`config.mk`:
```
export PLATFORM = sky130hd
export DESIGN_NAME = deser_mem_writer
export DESIGN_NICKNAME = d
export VERILOG_FILES = /design/src/rtl/deser_mem_writer_pkg.sv /design/src/rtl/deser_mem_writer_bit_assembler.sv /design/src/rtl/deser_mem_writer.sv
export SDC_FILE = /design/constraint.sdc
export NUM_CORES = 1
export LEC_CHECK = 0
export ABC_AREA = 0
export BUFFER_PORTS_ARGS = -buffer_cell sky130_fd_sc_hd__clkbuf_2
export CAP_MARGIN = 20
export CORE_MARGIN = 5
export CORE_UTILIZATION = 40
export DETAILED_ROUTE_END_ITERATION = 10
export GPL_ROUTABILITY_DRIVEN = 1
export SLEW_MARGIN = 20
export SYNTH_ARGS = -nofsm -noshare
export SYNTH_HDL_FRONTEND = slang
export SYNTH_SLANG_ARGS = --single-unit
export TNS_END_PERCENT = 100
```
`constraint.sdc`:
```
create_clock -name clock -period 4.9 [get_ports clock]
set_input_delay 0.49 -clock clock [delete_from_list [all_inputs] [get_ports clock]]
set_output_delay 0.49 -clock clock [all_outputs]
set_load 0.02 [all_outputs]
```
`src/rtl/deser_mem_writer_pkg.sv`:
```
// Shared constants for the serial-to-memory writer and its matching transmitter.
package deser_mem_writer_pkg;

  localparam int DMW_DATA_W = 8;
  localparam int DMW_DEPTH  = 16;
  localparam int DMW_ADDR_W = 4;
  localparam int DMW_CNT_W  = 3;

  // Next write address, wrapping from the last word back to word 0.
  function automatic logic [DMW_ADDR_W-1:0] next_wr_addr(input logic [DMW_ADDR_W-1:0] addr);
    logic [DMW_ADDR_W-1:0] nxt;
    if (addr == DMW_ADDR_W'(DMW_DEPTH - 1)) begin
      nxt = {DMW_ADDR_W{1'b0}};
    end else begin
      nxt = addr + DMW_ADDR_W'(1);
    end
    return nxt;
  endfunction

endpackage

```
`src/rtl/deser_mem_writer_bit_assembler.sv`:
```
// Collects serial bits (LSB first) into a word; flags the edge that completes it.
module deser_mem_writer_bit_assembler
  import deser_mem_writer_pkg::*;
(
  input  logic                  clock,
  input  logic                  reset,
  input  logic                  i_sin,
  input  logic                  i_sin_valid,
  input  logic                  i_sync,
  output logic [DMW_DATA_W-1:0] o_word,
  output logic                  o_word_complete,
  output logic [DMW_CNT_W-1:0]  o_bit_cnt
);

  // Only the lower seven bits need storage; bit 7 is taken straight from sin.
  logic [DMW_DATA_W-2:0] r_shreg;
  logic [DMW_CNT_W-1:0]  r_bit_cnt;
  logic [DMW_DATA_W-2:0] w_shreg_nxt;
  logic [DMW_CNT_W-1:0]  w_bit_cnt_nxt;
  logic [DMW_DATA_W-2:0] w_sin_at_pos;
  logic                  w_last_bit;

  assign w_last_bit   = (r_bit_cnt == DMW_CNT_W'(DMW_DATA_W - 1));
  assign w_sin_at_pos = {{(DMW_DATA_W-2){1'b0}}, i_sin} << r_bit_cnt;

  // Next bit position and shift contents; sync outranks word completion.
  always_comb begin
    w_shreg_nxt   = r_shreg;
    w_bit_cnt_nxt = r_bit_cnt;
    if (i_sync) begin
      if (i_sin_valid) begin
        w_shreg_nxt   = {{(DMW_DATA_W-2){1'b0}}, i_sin};
        w_bit_cnt_nxt = DMW_CNT_W'(1);
      end else begin
        w_shreg_nxt   = {(DMW_DATA_W-1){1'b0}};
        w_bit_cnt_nxt = {DMW_CNT_W{1'b0}};
      end
    end else if (i_sin_valid) begin
      if (w_last_bit) begin
        // Word leaves through o_word this edge; start the next one clean.
        w_shreg_nxt = {(DMW_DATA_W-1){1'b0}};
      end else begin
        w_shreg_nxt = r_shreg | w_sin_at_pos;
      end
      w_bit_cnt_nxt = r_bit_cnt + DMW_CNT_W'(1);
    end else begin
      w_shreg_nxt   = r_shreg;
      w_bit_cnt_nxt = r_bit_cnt;
    end
  end

  // Bit counter and shift register state.
  always_ff @(posedge clock or negedge reset) begin
    if (!reset) begin
      r_shreg   <= {(DMW_DATA_W-1){1'b0}};
      r_bit_cnt <= {DMW_CNT_W{1'b0}};
    end else begin
      r_shreg   <= w_shreg_nxt;
      r_bit_cnt <= w_bit_cnt_nxt;
    end
  end

  assign o_word          = {i_sin, r_shreg};
  assign o_word_complete = i_sin_valid & ~i_sync & w_last_bit;
  assign o_bit_cnt       = r_bit_cnt;

endmodule

```
`src/rtl/deser_mem_writer.sv`:
```
// Deserialises a bit stream into a circular word memory with a combinational read port.
module deser_mem_writer
  import deser_mem_writer_pkg::*;
#(
  parameter int DATA_W = DMW_DATA_W,
  parameter int DEPTH  = DMW_DEPTH,
  parameter int ADDR_W = DMW_ADDR_W
)
(
  input  logic              clock,
  input  logic              reset,
  input  logic              i_sin,
  input  logic              i_sin_valid,
  input  logic              i_sync,
  input  logic [ADDR_W-1:0] i_rd_addr,
  output logic [DATA_W-1:0] o_rd_data,
  output logic [ADDR_W-1:0] o_wr_addr,
  output logic [2:0]        o_bit_cnt,
  output logic              o_byte_done,
  output logic              o_wrap
);

  logic [DATA_W-1:0] r_mem [DEPTH];
  logic [ADDR_W-1:0] r_wr_addr;
  logic              r_byte_done;
  logic              r_wrap;
  logic [DATA_W-1:0] w_word;
  logic              w_word_complete;
  logic              w_last_addr;

  deser_mem_writer_bit_assembler u_bit_assembler (
    .clock           (clock),
    .reset           (reset),
    .i_sin           (i_sin),
    .i_sin_valid     (i_sin_valid),
    .i_sync          (i_sync),
    .o_word          (w_word),
    .o_word_complete (w_word_complete),
    .o_bit_cnt       (o_bit_cnt)
  );

  assign w_last_addr = (r_wr_addr == ADDR_W'(DEPTH - 1));

  // Memory array: cleared on reset, written on the edge that completes a word.
  always_ff @(posedge clock or negedge reset) begin
    if (!reset) begin
      for (int i = 0; i < DEPTH; i++) begin
        r_mem[i] <= {DATA_W{1'b0}};
      end
    end else if (w_word_complete) begin
      r_mem[r_wr_addr] <= w_word;
    end else begin
      r_mem <= r_mem;
    end
  end

  // Write pointer: advances per word and overwrites the oldest entry on wrap.
  always_ff @(posedge clock or negedge reset) begin
    if (!reset) begin
      r_wr_addr <= {ADDR_W{1'b0}};
    end else if (w_word_complete) begin
      r_wr_addr <= next_wr_addr(r_wr_addr);
    end else begin
      r_wr_addr <= r_wr_addr;
    end
  end

  // One-cycle status pulses following a write.
  always_ff @(posedge clock or negedge reset) begin
    if (!reset) begin
      r_byte_done <= 1'b0;
      r_wrap      <= 1'b0;
    end else begin
      r_byte_done <= w_word_complete;
      r_wrap      <= w_word_complete & w_last_addr;
    end
  end

  assign o_rd_data   = r_mem[i_rd_addr];
  assign o_wr_addr   = r_wr_addr;
  assign o_byte_done = r_byte_done;
  assign o_wrap      = r_wrap;

endmodule

```
### After elaboration in Yosys (flattened, before gate mapping)

Index checks and enable logic that the tools add are counted.
W data, S select, Z words.

* register bits after elaboration: 144
* input bits: 9
* output and inout port bits: 17
* logic and storage cells: 52

* $add $sub $neg: 2
* $lt $le $gt $ge: 3
* equal/unequal tests: 2
* shift operators: 1
* multiplexer cells: 14
* bitwise operators: 7
* reductions and logical operators: 2

Operator list (number)
* $bwmux W128: 1
* $bmux W8 S4: 1
* $demux W8 S4: 1
* $mux W8: 3
* $mux W7: 3
* $ge A5 B5 Y1 const B: 2
* $not A4 Y5: 2
* $or A7 B7 Y7: 1
* $shl A1 B3 Y7: 1
* $mux W3: 2
* $lt A5 B1 Y1 const B: 1
* $add A4 B1 Y4 const B: 1
* $eq A4 B4 Y1 const B: 1
* $mux W4: 1
* $add A3 B1 Y3 const B: 1
* $and A1 B1 Y1: 3
* $eq A3 B3 Y1 const B: 1
* $mux W1: 2
* $reduce_bool A2 Y1: 1
* $logic_and A1 B1 Y1: 1
* $not A1 Y1: 1

### Logic depth before layout (Yosys ltp)

* depth in word-level cells: 6
* mapped depth: 7
* gate-level depth less buffers: 6

### Cells and area by module

A second synthesis with hierarchy kept.

* cells, all modules: 424
* area, all modules: 6670.1 µm²

By module, submodules not included
* deser_mem_writer: times used 1, cells each 384, area each 6177.2 µm², seq. area each 3353.2 µm²
* deser_mem_writer_bit_assembler: times used 1, cells each 40, area each 493.0 µm², seq. area each 250.2 µm²

### Worst setup path before layout

Ideal clock, no wire load.

* kind: in2out
* start: input port i_rd_addr[0]
* end: output port o_rd_data[0]
* data arrival time: 1.871 ns
* data required time: 4.410 ns
* setup slack: 2.539 ns
* stages on the path: 5
* buffers on the path: 2
* cells stage by stage: clkbuf_1 -> buf_2 -> mux4_2 -> a22oi_1 -> nand2_1

* cells in the longest elaborated chain, start to end: 4

RTL lines
* from (decl): RTL line deser_mem_writer.sv:15 `input logic [ADDR_W-1:0] i_rd_addr,`
* $not A4 Y5 (not written as such): RTL line deser_mem_writer.sv:79 `assign o_rd_data = r_mem[i_rd_addr];`
* $bmux W8 S4: RTL line deser_mem_writer.sv:79
* $mux W8 (not written as such) (2 in a row): RTL line deser_mem_writer.sv:79
* to (decl): RTL line deser_mem_writer.sv:16 `output logic [DATA_W-1:0] o_rd_data,`

Every way passes these cells. The select of a mux whose other input is x is not followed.

### Worst setup path after layout

* start: input port i_rd_addr[0]
* end: output port o_rd_data[4]

Same word-level chain as after synthesis.

==> impl_metrics.yaml <==
placed_design:
  dp_slack_ns: 1.826
  place.detailed.hpwl_um: 9436
  place_inst: 655
  globalplace.congestion: 0.7826
  io_buffers: 25
global_route:
  track_usage: 0.1616
  grt_pass1_wl_um: 23950
  grt_max_degree: 98
  antenna_found_initial: 0
  globalRouteOverflowTotal: 0
  grt_pass1_vias: 4022
clocking:
  cts_resized: 0
  htreeDepth: 4
  cts_tree: "yes"
  path_clk_slew_ns: 0.05
  worstSkewPairLatency_ns: 0.42
  clockBufferDepth: 2
  root_buffer: "clkbuf_16"
  post_cts_buffers: 0
  cts_sinks: 144
  cts_buffers: 17
  cts_hold_buf: 0
power_and_ir_drop:
  vdd_drop_max_mv: 0.2511
  swShare: 0.2124
  pwr-share-clk: 0.505
  combinationalPowerShare: 0.042
  seq_power_share: 0.453
  powerDensity_mw_per_mm2: 359.0
  cellLeakagePower_nw: 3.559
  p_switching_w: 0.0005746
  power.internal_w: 0.002131
synth:
  yosys.area.top_type_share: 0.5445
  synth-compound-area-share: 0.03252
  synth_fa_ha_area_frac: 0.01134
  ys.flop_type: "dfrtp_1"
  muxShareOfSynthArea: 0.3297
  ys_seq_area_frac: 0.5445
  yosys_warnings: 0
  synthSimpleGateAreaFrac: 0.05710
  synthArstFlopShare: 1.000
  synth.distinct_cells: 39
  syn_area_per_cell_um2: 15.28
  synth_xor_area_frac: 0.002647
  ys_ff_latch: 144
  synth_area_leaders: "dfrtp_1, mux2_2, mux4_2, a22oi_1, ha_1"
  synth_top_area_cell: "dfrtp_1"
  synth-edff-count: 0
  synth_top_family_by_area: "multiplexers"
  syn_area_mm2: 0.006618
  syn_nets: 448
  netlist_instances: 433
detailed_routing:
  wl_met1_um: 6805
  vias: 3738
  wl_met2_um: 7091
  drtAntennaViolNets: 0
  routed_wl_um: 14750
  top_layer_used: "met4"
  drt_first_iter_violations: 182
  dr_wl_met3_um: 661
  firstDrtPassIters: 4
  drc: 0
  wl_per_cell_um: 21.56
  viasPerCell: 5.465
critical_path:
  worstPathCellList: "clkbuf_2 -> buf_4 -> mux4_2 -> a22oi_1 -> nand2_1 -> clkbuf_2"
  critical_path_class: "in2out"
  crit_slowest_cell: "mux4_2"
  startpoint_type: "primary input"
  worst_path_most_repeated_cell: "clkbuf_2"
  cp-end-kind: "output pin"
  crit_required_ns: 4.41
  critPathMaxStageDelay_ns: 0.57
  cp.arrival_ns: 2.49
  cp_max_fo: 21
floorplan:
  start_util: 0.4033
  die-height_um: 138.6
  ios: 26
  rows: 47
  dieArea_mm2: 0.01922
  die_w_um: 138.6
  coreArea_mm2: 0.01641
final_layout:
  layout-drive-gt1-share: 0.4978
  num_antenna_cells: 0
  fin_nets: 469
  fin_cells: 684
  syn_to_final_growth_pct: 13.90
sta:
  tightest_slew_ns: 0.9967
  whs_ns: 0.1796
  rsz0062_at_grt: "no"
  hold_viol: 0
  layout_setup_ws_ns: 1.923
  slew_headroom: 0.3355
  timing.final.crit_share: 0.6076
  tns_ns: 0
  fmax_mhz: 335.9
  clock_skew_ns: 0.004968
  setup_viol: 0
  maxSlewViolCount: 0
  min_period_ns: 2.977
run:
  maxCapViolCount: 0
worst_hold_path:
  min_path_type: "in2async"
outcome:
  status: "finished clean"
==> state kept, by name (all words and copies together), names as in the netlist <==
| name | flops |
|---|---|
| o_wr_addr | 4 |
| u_bit_assembler.r_shreg | 7 |
| r_mem | 128 |
| o_wrap | 1 |
| o_byte_done | 1 |
| u_bit_assembler.o_bit_cnt | 3 |
==> cells in the mapped netlist (all sizes together), types with 2 or more instances <==
library cell	count
mux2	128
nand3b	4
nor3	3
dfrtp	144
a21oi	2
inv	7
o21ai	3
a31oi	2
buf	12
a22oi	16
nor2b	5
mux2i	2
a41oi	3
nor4	2
clkbuf	13
nand3	5
mux4	32
nor2	20
xnor2	2
nand2	12
ha	6
==> cell usage in the layout, fill, tap and decap left out, types with 2 or more instances in the layout <==
cell / Yosys / final
a21oi_1: 2 / 2
a22oi_1: 16 / 16
a31oi_1: 2 / 2
a41oi_1: 3 / 3
buf_4: 1 / 2
bufinv_16: 0 / 4
clkbuf_1: 13 / 2
clkbuf_16: 0 / 17
clkbuf_2: 0 / 24
clkbuf_8: 0 / 4
clkinv_2: 0 / 2
dfrtp_1: 144 / 144
ha_1: 6 / 6
inv_1: 7 / 7
mux2_2: 128 / 128
mux2i_1: 2 / 2
mux4_2: 32 / 32
nand2_1: 12 / 12
nand3_1: 5 / 5
nand3b_1: 3 / 3
nor2_1: 9 / 9
nor2_2: 6 / 6
nor2_4: 5 / 5
nor2b_1: 5 / 5
nor3_2: 2 / 2
o21ai_0: 3 / 3
xnor2_1: 2 / 2
==> worst max-delay path: cells and delay by family <==
kind | cells | cell delay [ns]
AOI/OAI and AO/OA | 1 | 0.28
and+or+nand+nor | 1 | 0.09
buffers and inverters | 3 | 1.03
muxes | 1 | 0.57
==> worst paths after layout <==
check                                              from                            to  slack [ns]  cells past startpoint
max in group asynchronous                         reset                     r_mem[83]        3.54                      2
min in group clock                               i_sync  u_bit_assembler.o_bit_cnt[1]        0.39                      2
setup / recovery                           i_rd_addr[0]                  o_rd_data[4]        1.92                      6
hold reg to reg                               r_mem[86]                     r_mem[86]        0.50                      1
hold / removal                                    reset                     r_mem[38]        0.18                      1
setup reg to reg           u_bit_assembler.o_bit_cnt[1]                     r_mem[41]        2.16                      5
==> routing by layer <==
metal  track usage  vias up
met5             0        -
met4       0.04634        0
met3       0.04000       13
met2        0.2572       77
met1        0.2223     1995
li1              -     1653
==> cells by family (layout without fill, tap and decap cells) <==
group / after synthesis / in the layout
compound gates: 30 / 30
xor+xnor: 2 / 2
fa+ha+maj: 6 / 6
mux: 162 / 162
buf+inv: 32 / 63
simple gates: 57 / 57
flops: 144 / 144
==> cell type report <==
| class | instances | area [µm²] |
|---|---|---|
| repair buffers | 27 | 146.4 |
| clock buffers | 23 | 488.0 |
| fillers | 1433 | 8870 |
| well taps | 220 | 275.3 |
| flip-flops and latches | 144 | 3603 |
| inverters | 7 | 26.28 |
| clock inverters | 6 | 130.1 |
| multi-input cells | 257 | 2868 |
==> power by group through the flow <==
stage | Clock (W) | Sequential (W) | Combinational [W]
after floorplan | 0 | 0.00124 | 0.0000683
after global placement | 0 | 0.00125 | 0.000115
after detailed placement | 0 | 0.00125 | 0.000117
after CTS | 0.00139 | 0.00123 | 0.000117
after global routing | 0.00145 | 0.00123 | 0.000128
final | 0.00137 | 0.00123 | 0.000113
==> stage by stage <==
step                  util  instance area, µm²  power (W)
floorplan                -                6618   0.001307
global placement    0.4217                6919   0.001362
detailed placement  0.4217                6919   0.001365
CTS                 0.4594                7537   0.002738
global route        0.4594                7537   0.002804
finish              0.4594                7537   0.002706
Power figures use the tool's default switching activity.
